`src/rtl/gray_conv_pkg.sv`:
```
// Shared types and helpers for the Gray-to-binary conversion scheduler.
// Step-check history is enabled by defining GRAY_CONV_STEP_CHECK_EN.
package gray_conv_pkg;

    typedef enum logic {
        EMPTY = 1'b0,
        FULL  = 1'b1
    } state_e;

    localparam int MAX_W = 64;

    function automatic int id_w(input int n);
        return (n < 2) ? 1 : $clog2(n);
    endfunction

    function automatic logic [MAX_W-1:0] gray2bin(input logic [MAX_W-1:0] g);
        logic [MAX_W-1:0] b;
        b[MAX_W-1] = g[MAX_W-1];
        for (int k = MAX_W - 2; k >= 0; k--) begin
            b[k] = b[k+1] ^ g[k];
        end
        return b;
    endfunction

    function automatic logic is_one_step(input logic [MAX_W-1:0] a,
                                         input logic [MAX_W-1:0] b);
        return $countones(a ^ b) <= 1;
    endfunction

endpackage

```
`src/rtl/gray_conv_scheduler_core.sv`:
```
// Purely combinational Gray-to-binary converter, one per scheduler.
// Shared by all requesters through the grant mux in the top.
module gray_to_bin_core #(
    parameter int WIDTH = 8
) (
    input  logic [WIDTH-1:0] gray_i,
    output logic [WIDTH-1:0] bin_o
);

    always_comb begin
        bin_o = '0;
        bin_o[WIDTH-1] = gray_i[WIDTH-1];
        for (int k = WIDTH - 2; k >= 0; k--) begin
            bin_o[k] = bin_o[k+1] ^ gray_i[k];
        end
    end

endmodule

```
`src/rtl/gray_conv_scheduler.sv`:
```
// Round-robin scheduler sharing one Gray-to-binary converter among requesters.
// Optional per-requester Gray step check under GRAY_CONV_STEP_CHECK_EN.
module gray_conv_scheduler
    import gray_conv_pkg::*;
#(
    parameter int WIDTH = 8,
    parameter int N_REQ = 4,
    parameter int ID_W  = id_w(N_REQ)
) (
    input  logic                   clk,
    input  logic                   rst_n,
    input  logic [N_REQ-1:0]       req_valid,
    input  logic [N_REQ*WIDTH-1:0] req_gray,
    output logic [N_REQ-1:0]       req_ready,
    output logic                   rsp_valid,
    output logic [WIDTH-1:0]       rsp_binary,
    output logic [ID_W-1:0]        rsp_id,
    input  logic                   rsp_ready,
    output logic [N_REQ-1:0]       err_flag,
    input  logic                   err_clr
);

    state_e           state_q, state_d;
    logic [ID_W-1:0]  rr_ptr_q, rr_ptr_d;
    logic [WIDTH-1:0] bin_q, bin_d;
    logic [ID_W-1:0]  id_q, id_d;

    logic [N_REQ-1:0] grant;
    logic [ID_W-1:0]  gid;
    logic             found;
    logic [WIDTH-1:0] sel_gray;
    logic [WIDTH-1:0] conv;
    logic             can_load;
    logic             accept;

    // Scan upward from rr_ptr with wrap; first valid requester wins.
    always_comb begin
        int        idx;
        logic [ID_W-1:0] idx_s;
        grant = '0;
        gid   = '0;
        found = 1'b0;
        for (int k = 0; k < N_REQ; k++) begin
            idx = int'(rr_ptr_q) + k;
            if (idx >= N_REQ) idx = idx - N_REQ;
            idx_s = ID_W'(idx);
            if (!found && req_valid[idx_s]) begin
                grant[idx_s] = 1'b1;
                gid          = idx_s;
                found        = 1'b1;
            end
        end
    end

    assign sel_gray  = req_gray[int'(gid)*WIDTH +: WIDTH];
    assign can_load  = (state_q == EMPTY) | rsp_ready;
    assign accept    = found & can_load;
    assign req_ready = grant & {N_REQ{can_load & rst_n}};

    gray_to_bin_core #(
        .WIDTH (WIDTH)
    ) u_core (
        .gray_i (sel_gray),
        .bin_o  (conv)
    );

    always_comb begin
        state_d  = state_q;
        rr_ptr_d = rr_ptr_q;
        bin_d    = bin_q;
        id_d     = id_q;
        if (accept) begin
            state_d  = FULL;
            bin_d    = conv;
            id_d     = gid;
            rr_ptr_d = (int'(gid) == N_REQ - 1) ? '0 : gid + 1'b1;
        end else if (rsp_ready) begin
            state_d = EMPTY;
        end
    end

    always_ff @(posedge clk or negedge rst_n) begin
        if (!rst_n) begin
            state_q  <= EMPTY;
            rr_ptr_q <= '0;
            bin_q    <= '0;
            id_q     <= '0;
        end else begin
            state_q  <= state_d;
            rr_ptr_q <= rr_ptr_d;
            bin_q    <= bin_d;
            id_q     <= id_d;
        end
    end

    assign rsp_valid  = (state_q == FULL);
    assign rsp_binary = bin_q;
    assign rsp_id     = id_q;

`ifdef GRAY_CONV_STEP_CHECK_EN
    logic [N_REQ-1:0][WIDTH-1:0] last_q, last_d;
    logic [N_REQ-1:0]            seen_q, seen_d;
    logic [N_REQ-1:0]            err_q, err_d;

    // A new error in the same cycle as err_clr still sets its bit.
    always_comb begin
        last_d = last_q;
        seen_d = seen_q;
        err_d  = err_clr ? '0 : err_q;
        if (accept) begin
            last_d[gid] = sel_gray;
            seen_d[gid] = 1'b1;
            if (seen_q[gid] &&
                !is_one_step(MAX_W'(sel_gray), MAX_W'(last_q[gid]))) begin
                err_d[gid] = 1'b1;
            end
        end
    end

    always_ff @(posedge clk or negedge rst_n) begin
        if (!rst_n) begin
            last_q <= '0;
            seen_q <= '0;
            err_q  <= '0;
        end else begin
            last_q <= last_d;
            seen_q <= seen_d;
            err_q  <= err_d;
        end
    end

    assign err_flag = err_q;
`else
    logic unused_err_clr;
    assign unused_err_clr = err_clr;
    assign err_flag       = '0;
`endif

endmodule

```
`config.mk`:
```
export PLATFORM = sky130hd
export DESIGN_NAME = gray_conv_scheduler
export DESIGN_NICKNAME = d
export VERILOG_FILES = /design/src/rtl/gray_conv_pkg.sv /design/src/rtl/gray_conv_scheduler_core.sv /design/src/rtl/gray_conv_scheduler.sv
export SDC_FILE = /design/constraint.sdc
export NUM_CORES = 1
export LEC_CHECK = 0
export CORE_MARGIN = 2
export CORE_UTILIZATION = 46
export DETAILED_ROUTE_END_ITERATION = 7
export GPL_ROUTABILITY_DRIVEN = 0
export PLACE_DENSITY = 0.9
export SYNTH_ARGS = -nofsm -noshare
export SYNTH_HDL_FRONTEND = slang
export SYNTH_HIERARCHICAL = 1
export SYNTH_SLANG_ARGS = --single-unit
```
`constraint.sdc`:
```
create_clock -name clk -period 8.7 [get_ports clk]
set_clock_uncertainty 0.15 [all_clocks]
set_input_delay 2.61 -clock clk [delete_from_list [all_inputs] [get_ports clk]]
set_output_delay 2.61 -clock clk [all_outputs]
set_load 0.01 [all_outputs]
```
---- After elaboration in Yosys (flattened, before gate mapping) ----
Cells that the tools add are included.
cells by class
  bitwise logic cells ..................... 15
  eq/ne operators ......................... 1
  add/subtract/negate cells ............... 8
  multiplexer cells ....................... 35
  shift operators ......................... 1
  magnitude comparators ................... 12
  reductions and logical operators ........ 11
operator list
  operator             count
  $shiftx 32x6->8      1
  $mux 2               9
  $mux 4               4
  $mux 1               14
  $lt 2x3->1 const B   4
  $or 4x4->4           3
  $ge 3x3->1 const B   3
  $bmux 1 s2           4
  $demux 1 s2          4
  $ge 2x1->1 const B   4
  $sub 2x1->2 const B  4
  $logic_and 1x1->1    7
  $xor 1x1->1          7
  $add 2x2->3 const B  2
  $and 4x4->4          1
  $add 2x1->3 const B  1
  $ge 2x3->1 const B   1
  $logic_not 1->1      3
  $add 2x1->2 const B  1
  $and 1x1->1          2
  $eq 2x1->1 const B   1
  $reduce_bool 2->1    1
  $not 1->1            1
  $or 1x1->1           1
storage, ports and cells
  bits in registers ....................... 13
  input bits .............................. 40
  output and inout port bits .............. 19

---- Depth between registers and ports, before layout ----
Gate-level depths: netlist of run 1.
  depth after elaboration ................. 22
  depth in mapped cells ................... 17
  depth with buffers taken out ............ 13

---- Modules after synthesis ----
Netlist of run 1, hierarchy kept.
by module, submodules not included
  module               times used  cells an instance  area each (µm²)  seq. area each (µm²)
  gray_conv_scheduler  1           151                1292.5           325.3
  gray_to_bin_core     1           13                 125.1            0.0

---- Least setup slack after synthesis of run 1 ----
Ideal clock, no wire load.
  kind .................................... in2out
  from .................................... input port req_valid[0]
  to ...................................... output port req_ready[0]
  arrival time ............................ 3928 ps
  stages .................................. 7
  setup slack ............................. 2012 ps
  cell sequence ........................... buf_6 > or3b_1 > a2111oi_0 > or3_1 > buf_6 > a221oi_1 > nor2_1
on the way
  longest elaborated chain between the ends .. 13
ends and longest elaborated chain
  item                          RTL line                   text
  start: declaration            gray_conv_scheduler.sv:12  input logic [N_REQ-1:0] req_valid,
  $bmux 1 s2                    gray_conv_scheduler.sv:47  if (!found && req_valid[idx_s]) begin
  $mux 1 (implied by the code)  gray_conv_scheduler.sv:47
  $mux 1                        gray_conv_scheduler.sv:47
  $logic_not 1->1               gray_conv_scheduler.sv:47
  $logic_and 1x1->1             gray_conv_scheduler.sv:47
  $mux 1                        gray_conv_scheduler.sv:47
  $logic_not 1->1               gray_conv_scheduler.sv:47
  $logic_and 1x1->1             gray_conv_scheduler.sv:47
  $mux 1                        gray_conv_scheduler.sv:47
  $logic_not 1->1               gray_conv_scheduler.sv:47
  $logic_and 1x1->1             gray_conv_scheduler.sv:47
  $mux 4 (*)                    gray_conv_scheduler.sv:47
  $and 4x4->4 (*)               gray_conv_scheduler.sv:58  assign req_ready = grant & {N_REQ{can_load & rst_n}};
  end: declaration              gray_conv_scheduler.sv:14  output logic [N_REQ-1:0] req_ready,
Mark *: on every way between the ends. The rest lies on a longest branch, timed or not. The select of a mux whose other input is x is not followed.

---- Worst setup path after layout of run 1 ----
  from .................................... input port req_valid[2]
  to ...................................... output port req_ready[2]
The elaborated chain is that of the path after synthesis.

==> impl_metrics.env, run 1 <==
export IMPL_outcome="complete, no violations"
export IMPL_synth_edff_count=0
export IMPL_ys_ff_latch=13
export IMPL_final_nets=257
export IMPL_root_buffer="clkbuf_4"
export IMPL_fin_util_pct=63.8
export IMPL_drtIter0Drc=61
export IMPL_clock_sinks=13
export IMPL_min_delay_start="rsp_id[1]$_DFFE_PN0P_"
export IMPL_clkSlewWorstSetupHoldPaths_ps=70
export IMPL_synthCells=164
export IMPL_ant_nets=0
export IMPL_crit_chain="clkdlybuf4s50_1 > or3b_1 > a2111oi_0 > or3_1 > a221oi_1 > nor2_1 > clkdlybuf4s50_1"
export IMPL_reg2reg_from="rr_ptr_q[0]$_DFFE_PN0P_"
export IMPL_grt_ovfl_total=0
export IMPL_timing_slew_headroom_pct=56.2
export IMPL_crit_path_frequent_cell="clkdlybuf4s50_1"
export IMPL_hold_depth=1
export IMPL_crit_path_max_incr_delay_ps=690
export IMPL_fin_tns_setup_ps=0
export IMPL_cts_resized=0
export IMPL_fin_crit_ps=7870
export IMPL_htree_levels=1
export IMPL_numCtsBuffers=3
export IMPL_synthAdderAreaFrac_pct=7.06
export IMPL_core_area_um2=3000
export IMPL_r2r_end="rsp_binary[0]$_DFFE_PN0P_"
export IMPL_maxCapViolCount=0
export IMPL_dieArea_um2=3540
export IMPL_die_x_um=59.5
export IMPL_num_vias=1301
export IMPL_synth_top_area_share_pct=22.9
export IMPL_critical_path_buf_inv_count=2
export IMPL_worstMarginPinSlew_ps=657
export IMPL_fmax_mhz=127
export IMPL_wirelength_mm=3.28
export IMPL_critPathKind="in -> out"
export IMPL_dr_pass1_iters=4
export IMPL_grt_pass1_wl_mm=5.02
export IMPL_setup_violations=0
export IMPL_report_final_slew_viol_count=0
export IMPL_holdWs_ps=359
export IMPL_ys_seq_area_share_pct=22.9
export IMPL_synth_area_leaders="dfrtp_1 (23%), nand2_1 (7.9%), mux2_2 (7.1%)"
export IMPL_start_util_pct=47.2
export IMPL_synth_top_cells_by_count="nand2_1 (30), dfrtp_1 (13), a21oi_1 (11), nor2_1 (11), a32oi_1 (10)"
export IMPL_numPortBuffers=53
export IMPL_drc=0
export IMPL_cp_end_kind="output port"
export IMPL_crit_required_ps=5940
export IMPL_startpoint_type="primary input"
export IMPL_place_hpwl_mm=2.48
export IMPL_finalWorstSetupSlack_ps=829
export IMPL_clock_latency_ps=280
export IMPL_wl_met1_mm=1.56
export IMPL_fp_dieH_um=59.5
export IMPL_hold_class="reg -> reg"
export IMPL_yosysMostFrequentCell="nand2_1"
export IMPL_period_share_pct=90.5
export IMPL_worstPathArrival_ps=5110
export IMPL_antenna_found_initial=0
export IMPL_hold_end="rsp_id[1]$_DFFE_PN0P_"
export IMPL_yosysTopAreaCell="dfrtp_1"
export IMPL_drive_gt1_share_pct=11.1
export IMPL_yosysWarningCount=6
export IMPL_path_delay_family="buffers and inverters"
export IMPL_track_usage_pct=18.7
export IMPL_ys_types=44
export IMPL_cts_buffer_depth=2
export IMPL_path_max_fanout=12
export IMPL_dr_max_layer_used="met4"
export IMPL_synth_simple_gate_area_share_pct=19.5
export IMPL_synth_compound_gate_area_share_pct=21.1
export IMPL_grt_start_max_net_pins=19
export IMPL_cts_setup_buffers=0
export IMPL_rr_worst_depth=13
export IMPL_rsz0062_at_grt="false"
export IMPL_area_growth_pct=35.1
export IMPL_cts_tree="done"
export IMPL_hold_buffers=0
export IMPL_wl_per_cell_um=13.6
export IMPL_finalHoldViolations=0
export IMPL_dp_worst_setup_slack_ps=838
export IMPL_n_fill_cell=246
export IMPL_crit_slowest_cell="clkdlybuf4s50_1"
export IMPL_yosys_area_share_xor_xnor_pct=7.77
export IMPL_grt_pass1_vias=1078
export IMPL_synth_top_family_by_area="compound AO/OA/AOI/OAI gates"
export IMPL_cp_num_cells=7
export IMPL_rows=20
export IMPL_antenna_cells=0
export IMPL_muxShareOfSynthArea_pct=11.0
export IMPL_synth_flop_cell="dfrtp_1"
export IMPL_netlist_area_um2=1420
export IMPL_ios=59
export IMPL_syn_area_per_cell_um2=8.64
export IMPL_vias_per_cell=5.40
export IMPL_r2r_setup_slack_ps=4060
export IMPL_async_reset_ff_share_pct=100
export IMPL_wl_met2_mm=1.47
export IMPL_dr_wl_met3_um=150
worst max path at each step:
stage,from,to
6_report,req_valid[2],req_ready[2]
5_1_grt,req_valid[2],req_ready[1]
4_1_cts,req_valid[2],req_ready[2]
3_5_place_dp,req_valid[2],req_ready[2]
3_3_place_gp,req_valid[2],req_ready[2]
2_1_floorplan,req_valid[0],req_ready[0]
state kept, by name (all words and copies together), names as in the netlist:
register	flops
rr_ptr_q	2
rsp_binary	8
rsp_id	2
rsp_valid	1
metrics by stage:
step / std cells / instance area, um2
after detailed placement: 237 / 1890
final: 241 / 1920
after global routing: 241 / 1920
after global placement: 237 / 1890
after floorplan: 167 / 1430
after CTS: 241 / 1920
final cells by class:
type | instances | area [um2] | share of cell area, %
sequential | 13 | 325 | 17.0
tap | 33 | 41.3 | 2.16
inverter | 6 | 27.5 | 1.44
multi-input combinational | 131 | 957 | 50.0
clock buffer | 4 | 26.3 | 1.37
timing repair buffer | 54 | 538 | 28.1
placed cells by master, fill, tap and decap left out, types with 2 or more instances in the layout:
cell type        instances
a21oi_1                 11
a221oi_1                 4
a22oi_1                  4
a31oi_1                  2
a32oi_1                 10
clkbuf_4                 3
clkdlybuf4s50_1         53
conb_1                   4
dfrtp_1                 13
ha_1                     8
inv_1                    5
mux2_2                   9
mux4_2                   2
nand2_1                 30
nand2b_1                 3
nand3b_1                 2
nor2_1                  11
nor4bb_1                 2
o211ai_1                 2
or3b_2                   2
xnor2_1                  5
xor2_1                   3
layer usage:
layer	up-vias	GRT usage, %
met1	581	28.0
met5	-	0
li1	672	-
met4	0	10.8
met2	40	26.1
met3	8	1.31
worst register-to-register path, stage by stage, from the launching register on:
cell and delay [ps]:
dfrtp_1 670, inv_1 270, ha_1 460, or3b_2 250, nor2_1 40, or3_1 490, o21ai_4 470, inv_6 140
a21oi_1 180, a32oi_1 130, xnor2_2 380, xnor3_2 470, xnor2_1 170, mux2_2 260
logic make-up (layout without fill, tap and decap cells):
group	count (synthesis)	in the layout
muxes	12	12
xor gates and xnor gates	10	10
DFF	13	13
other	1	4
AOI/OAI and AO/OA	40	40
buffers and inverters	23	64
adders and majority gates	8	8
and+or+nand+nor	57	57
Power of run 1 is not shown: default switching activity piles up to over one toggle a cycle in this logic, so the estimate is an artifact.
==> run 2, diff against run 1 <==
--- a/config.mk
+++ b/config.mk
@@ -6,10 +6,11 @@
 export NUM_CORES = 1
 export LEC_CHECK = 0
 export CORE_MARGIN = 2
-export CORE_UTILIZATION = 46
+export CORE_UTILIZATION = 43
+export CTS_CLUSTER_SIZE = 25
 export DETAILED_ROUTE_END_ITERATION = 7
 export GPL_ROUTABILITY_DRIVEN = 0
-export PLACE_DENSITY = 0.9
+export PLACE_DENSITY = 0.85
 export SYNTH_ARGS = -nofsm -noshare
 export SYNTH_HDL_FRONTEND = slang
 export SYNTH_HIERARCHICAL = 1
==> constraint.sdc (replaced) <==
create_clock -name clk -period 8.6 [get_ports clk]
set_clock_uncertainty 0.15 [all_clocks]
set_input_delay 2.58 -clock clk [delete_from_list [all_inputs] [get_ports clk]]
set_output_delay 2.58 -clock clk [all_outputs]
set_load 0.01 [all_outputs]
==> run 2 against run 1 <==
Via count up 2.7%. Routed wire length increased by 3.2%. Utilization is 1.4 points lower. Worst setup slack got worse by 62 ps.
==> impl_metrics.env, run 2 (synthesis gave the netlist of run 1 again) <==
export IMPL_htree_levels=1
export IMPL_power_leakage_nw=0.773
export IMPL_met1_usage_pct=25.8
export IMPL_start_util_pct=45.7
export IMPL_cellPowerDensity_nw_per_um2=575
export IMPL_crit_slowest_cell="clkdlybuf4s50_1"
export IMPL_r2r_end="rsp_binary[1]$_DFFE_PN0P_"
export IMPL_cts_setup_buffers=0
export IMPL_grt_pass1_vias=1117
export IMPL_antenna_cells=0
export IMPL_wirelength_mm=3.39
export IMPL_grt_start_max_net_pins=19
export IMPL_rsz0062_at_grt="false"
export IMPL_dieArea_um2=3770
export IMPL_rr_worst_depth=13
export IMPL_busiest_layer="met2"
export IMPL_wl_per_cell_um=13.4
export IMPL_final_nets=258
export IMPL_die_x_um=61.4
export IMPL_numPortBuffers=53
export IMPL_gr_usage_met3_pct=2.10
export IMPL_startpoint_type="primary input"
export IMPL_ios=59
export IMPL_multi_input_area_um2=957
export IMPL_worstPathArrival_ps=5100
export IMPL_maxCapViolCount=0
export IMPL_finalWorstSetupSlack_ps=767
export IMPL_grt_ovfl_total=0
export IMPL_clock_latency_ps=270
export IMPL_num_vias=1336
export IMPL_area_growth_pct=36.6
export IMPL_fin_tns_setup_ps=0
export IMPL_peakVddDrop_mv=0.660
export IMPL_fin_util_pct=62.4
export IMPL_drc=0
export IMPL_final_common_cell="clkdlybuf4s50_1"
export IMPL_period_share_pct=91.1
export IMPL_critPathKind="in -> out"
export IMPL_fmax_mhz=128
export IMPL_n_fill_cell=271
export IMPL_cts_tree="done"
export IMPL_cts_buffer_depth=2
export IMPL_track_usage_pct=18.3
export IMPL_ant_nets=0
export IMPL_dp_worst_setup_slack_ps=754
export IMPL_crit_start="req_valid[2]"
export IMPL_antenna_found_initial=0
export IMPL_numCtsBuffers=3
export IMPL_report_final_slew_viol_count=0
export IMPL_clkSlewWorstSetupHoldPaths_ps=70
export IMPL_vias_per_cell=5.28
export IMPL_crit_path_frequent_cell="clkdlybuf4s50_1"
export IMPL_worstMarginPinSlew_ps=637
export IMPL_clock_sinks=13
export IMPL_crit_chain="clkdlybuf4s50_1 > or3b_1 > a2111oi_0 > or3_1 > a221oi_1 > nor2_1 > clkdlybuf4s50_1"
export IMPL_crit_path_max_incr_delay_ps=690
export IMPL_fp_dieH_um=61.4
export IMPL_layout_area_seq_um2=325
export IMPL_cp_end_kind="output port"
export IMPL_path_max_fanout=12
export IMPL_final_cell_mix="clkdlybuf4s50_1 (53), nand2_1 (30), dfrtp_1 (13), nor2_1 (11), a21oi_1 (11)"
export IMPL_cts_resized=0
export IMPL_rows=20
export IMPL_largest_reg_flops=8
export IMPL_hold_class="reg -> reg"
export IMPL_drive_gt1_share_pct=11.5
export IMPL_hold_buffers=0
export IMPL_fin_crit_ps=7830
export IMPL_core_area_um2=3100
export IMPL_root_buffer="clkbuf_4"
export IMPL_place_hpwl_mm=2.54
export IMPL_r2r_setup_slack_ps=3930
export IMPL_finalHoldViolations=0
export IMPL_reg2reg_from="rr_ptr_q[0]$_DFFE_PN0P_"
export IMPL_drtIter0Drc=68
export IMPL_grtUsageMet2_pct=28.3
export IMPL_outcome="complete, no violations"
export IMPL_dr_pass1_iters=4
export IMPL_endpoint="req_ready[1]"
export IMPL_timing_slew_headroom_pct=57.5
export IMPL_crit_required_ps=5870
export IMPL_grt_pass1_wl_mm=5.04
export IMPL_setup_violations=0
==> run 2: changes by cell type in the layout (fill, tap and decap cells not counted), sizes merged <==
cell and change:
buf +1
==> run 2: how the worst min path moves through the flow <==
stage                         startpoint                        end  slack (ps)  cells after the start
2_1_floorplan      rsp_valid$_DFFE_PN0P_      rsp_valid$_DFFE_PN0P_         390                      2
3_3_place_gp       rsp_id[1]$_DFFE_PN0P_      rsp_id[1]$_DFFE_PN0P_         340                      1
3_5_place_dp   rsp_binary[6]$_DFFE_PN0P_  rsp_binary[6]$_DFFE_PN0P_         350                      1
4_1_cts        rsp_binary[6]$_DFFE_PN0P_  rsp_binary[6]$_DFFE_PN0P_         360                      1
5_1_grt        rsp_binary[2]$_DFFE_PN0P_  rsp_binary[2]$_DFFE_PN0P_         380                      1
6_report       rsp_binary[6]$_DFFE_PN0P_  rsp_binary[6]$_DFFE_PN0P_         360                      1
==> run 2: critical path: cells and delay by family <==
kind / cells / cell delay (ps)
buffers and inverters: 2 / 1230
AO/OA/AOI/OAI: 2 / 480
AND/OR/NAND/NOR: 3 / 810
==> run 2: routing by layer <==
metal / up-vias / routed length [um]
li1: 674 / -
met4: 0 / 43
met3: 4 / 203
met5: - / 0
met2: 42 / 1620
met1: 616 / 1520
==> run 2: where the power goes <==
part | internal (mW) | total, mW | switching [mW]
registers | 0.103 | 0.134 | 0.0308
clock network | 0.0180 | 0.0368 | 0.0188
logic | 0.487 | 0.943 | 0.455
total | 0.609 | 1.11 | 0.505
==> run 2: area by class of cell <==
class / instances / area share, %
multi-input combinational: 131 / 49.4
inverter: 6 / 1.42
timing repair buffer: 55 / 28.2
tap: 44 / 2.84
clock buffer: 4 / 1.36
sequential: 13 / 16.8
==> run 2: per-stage QoR <==
stage	area, um2	hold WS (ps)	cells	total power [mW]
6_report	1940	356	253	1.11
3_5_place_dp	1910	345	249	1.08
3_3_place_gp	1910	338	249	1.07
4_1_cts	1940	362	253	1.13
5_1_grt	1940	380	253	1.24
2_1_floorplan	1430	391	167	0.919
(Power assumes the default switching activity.)
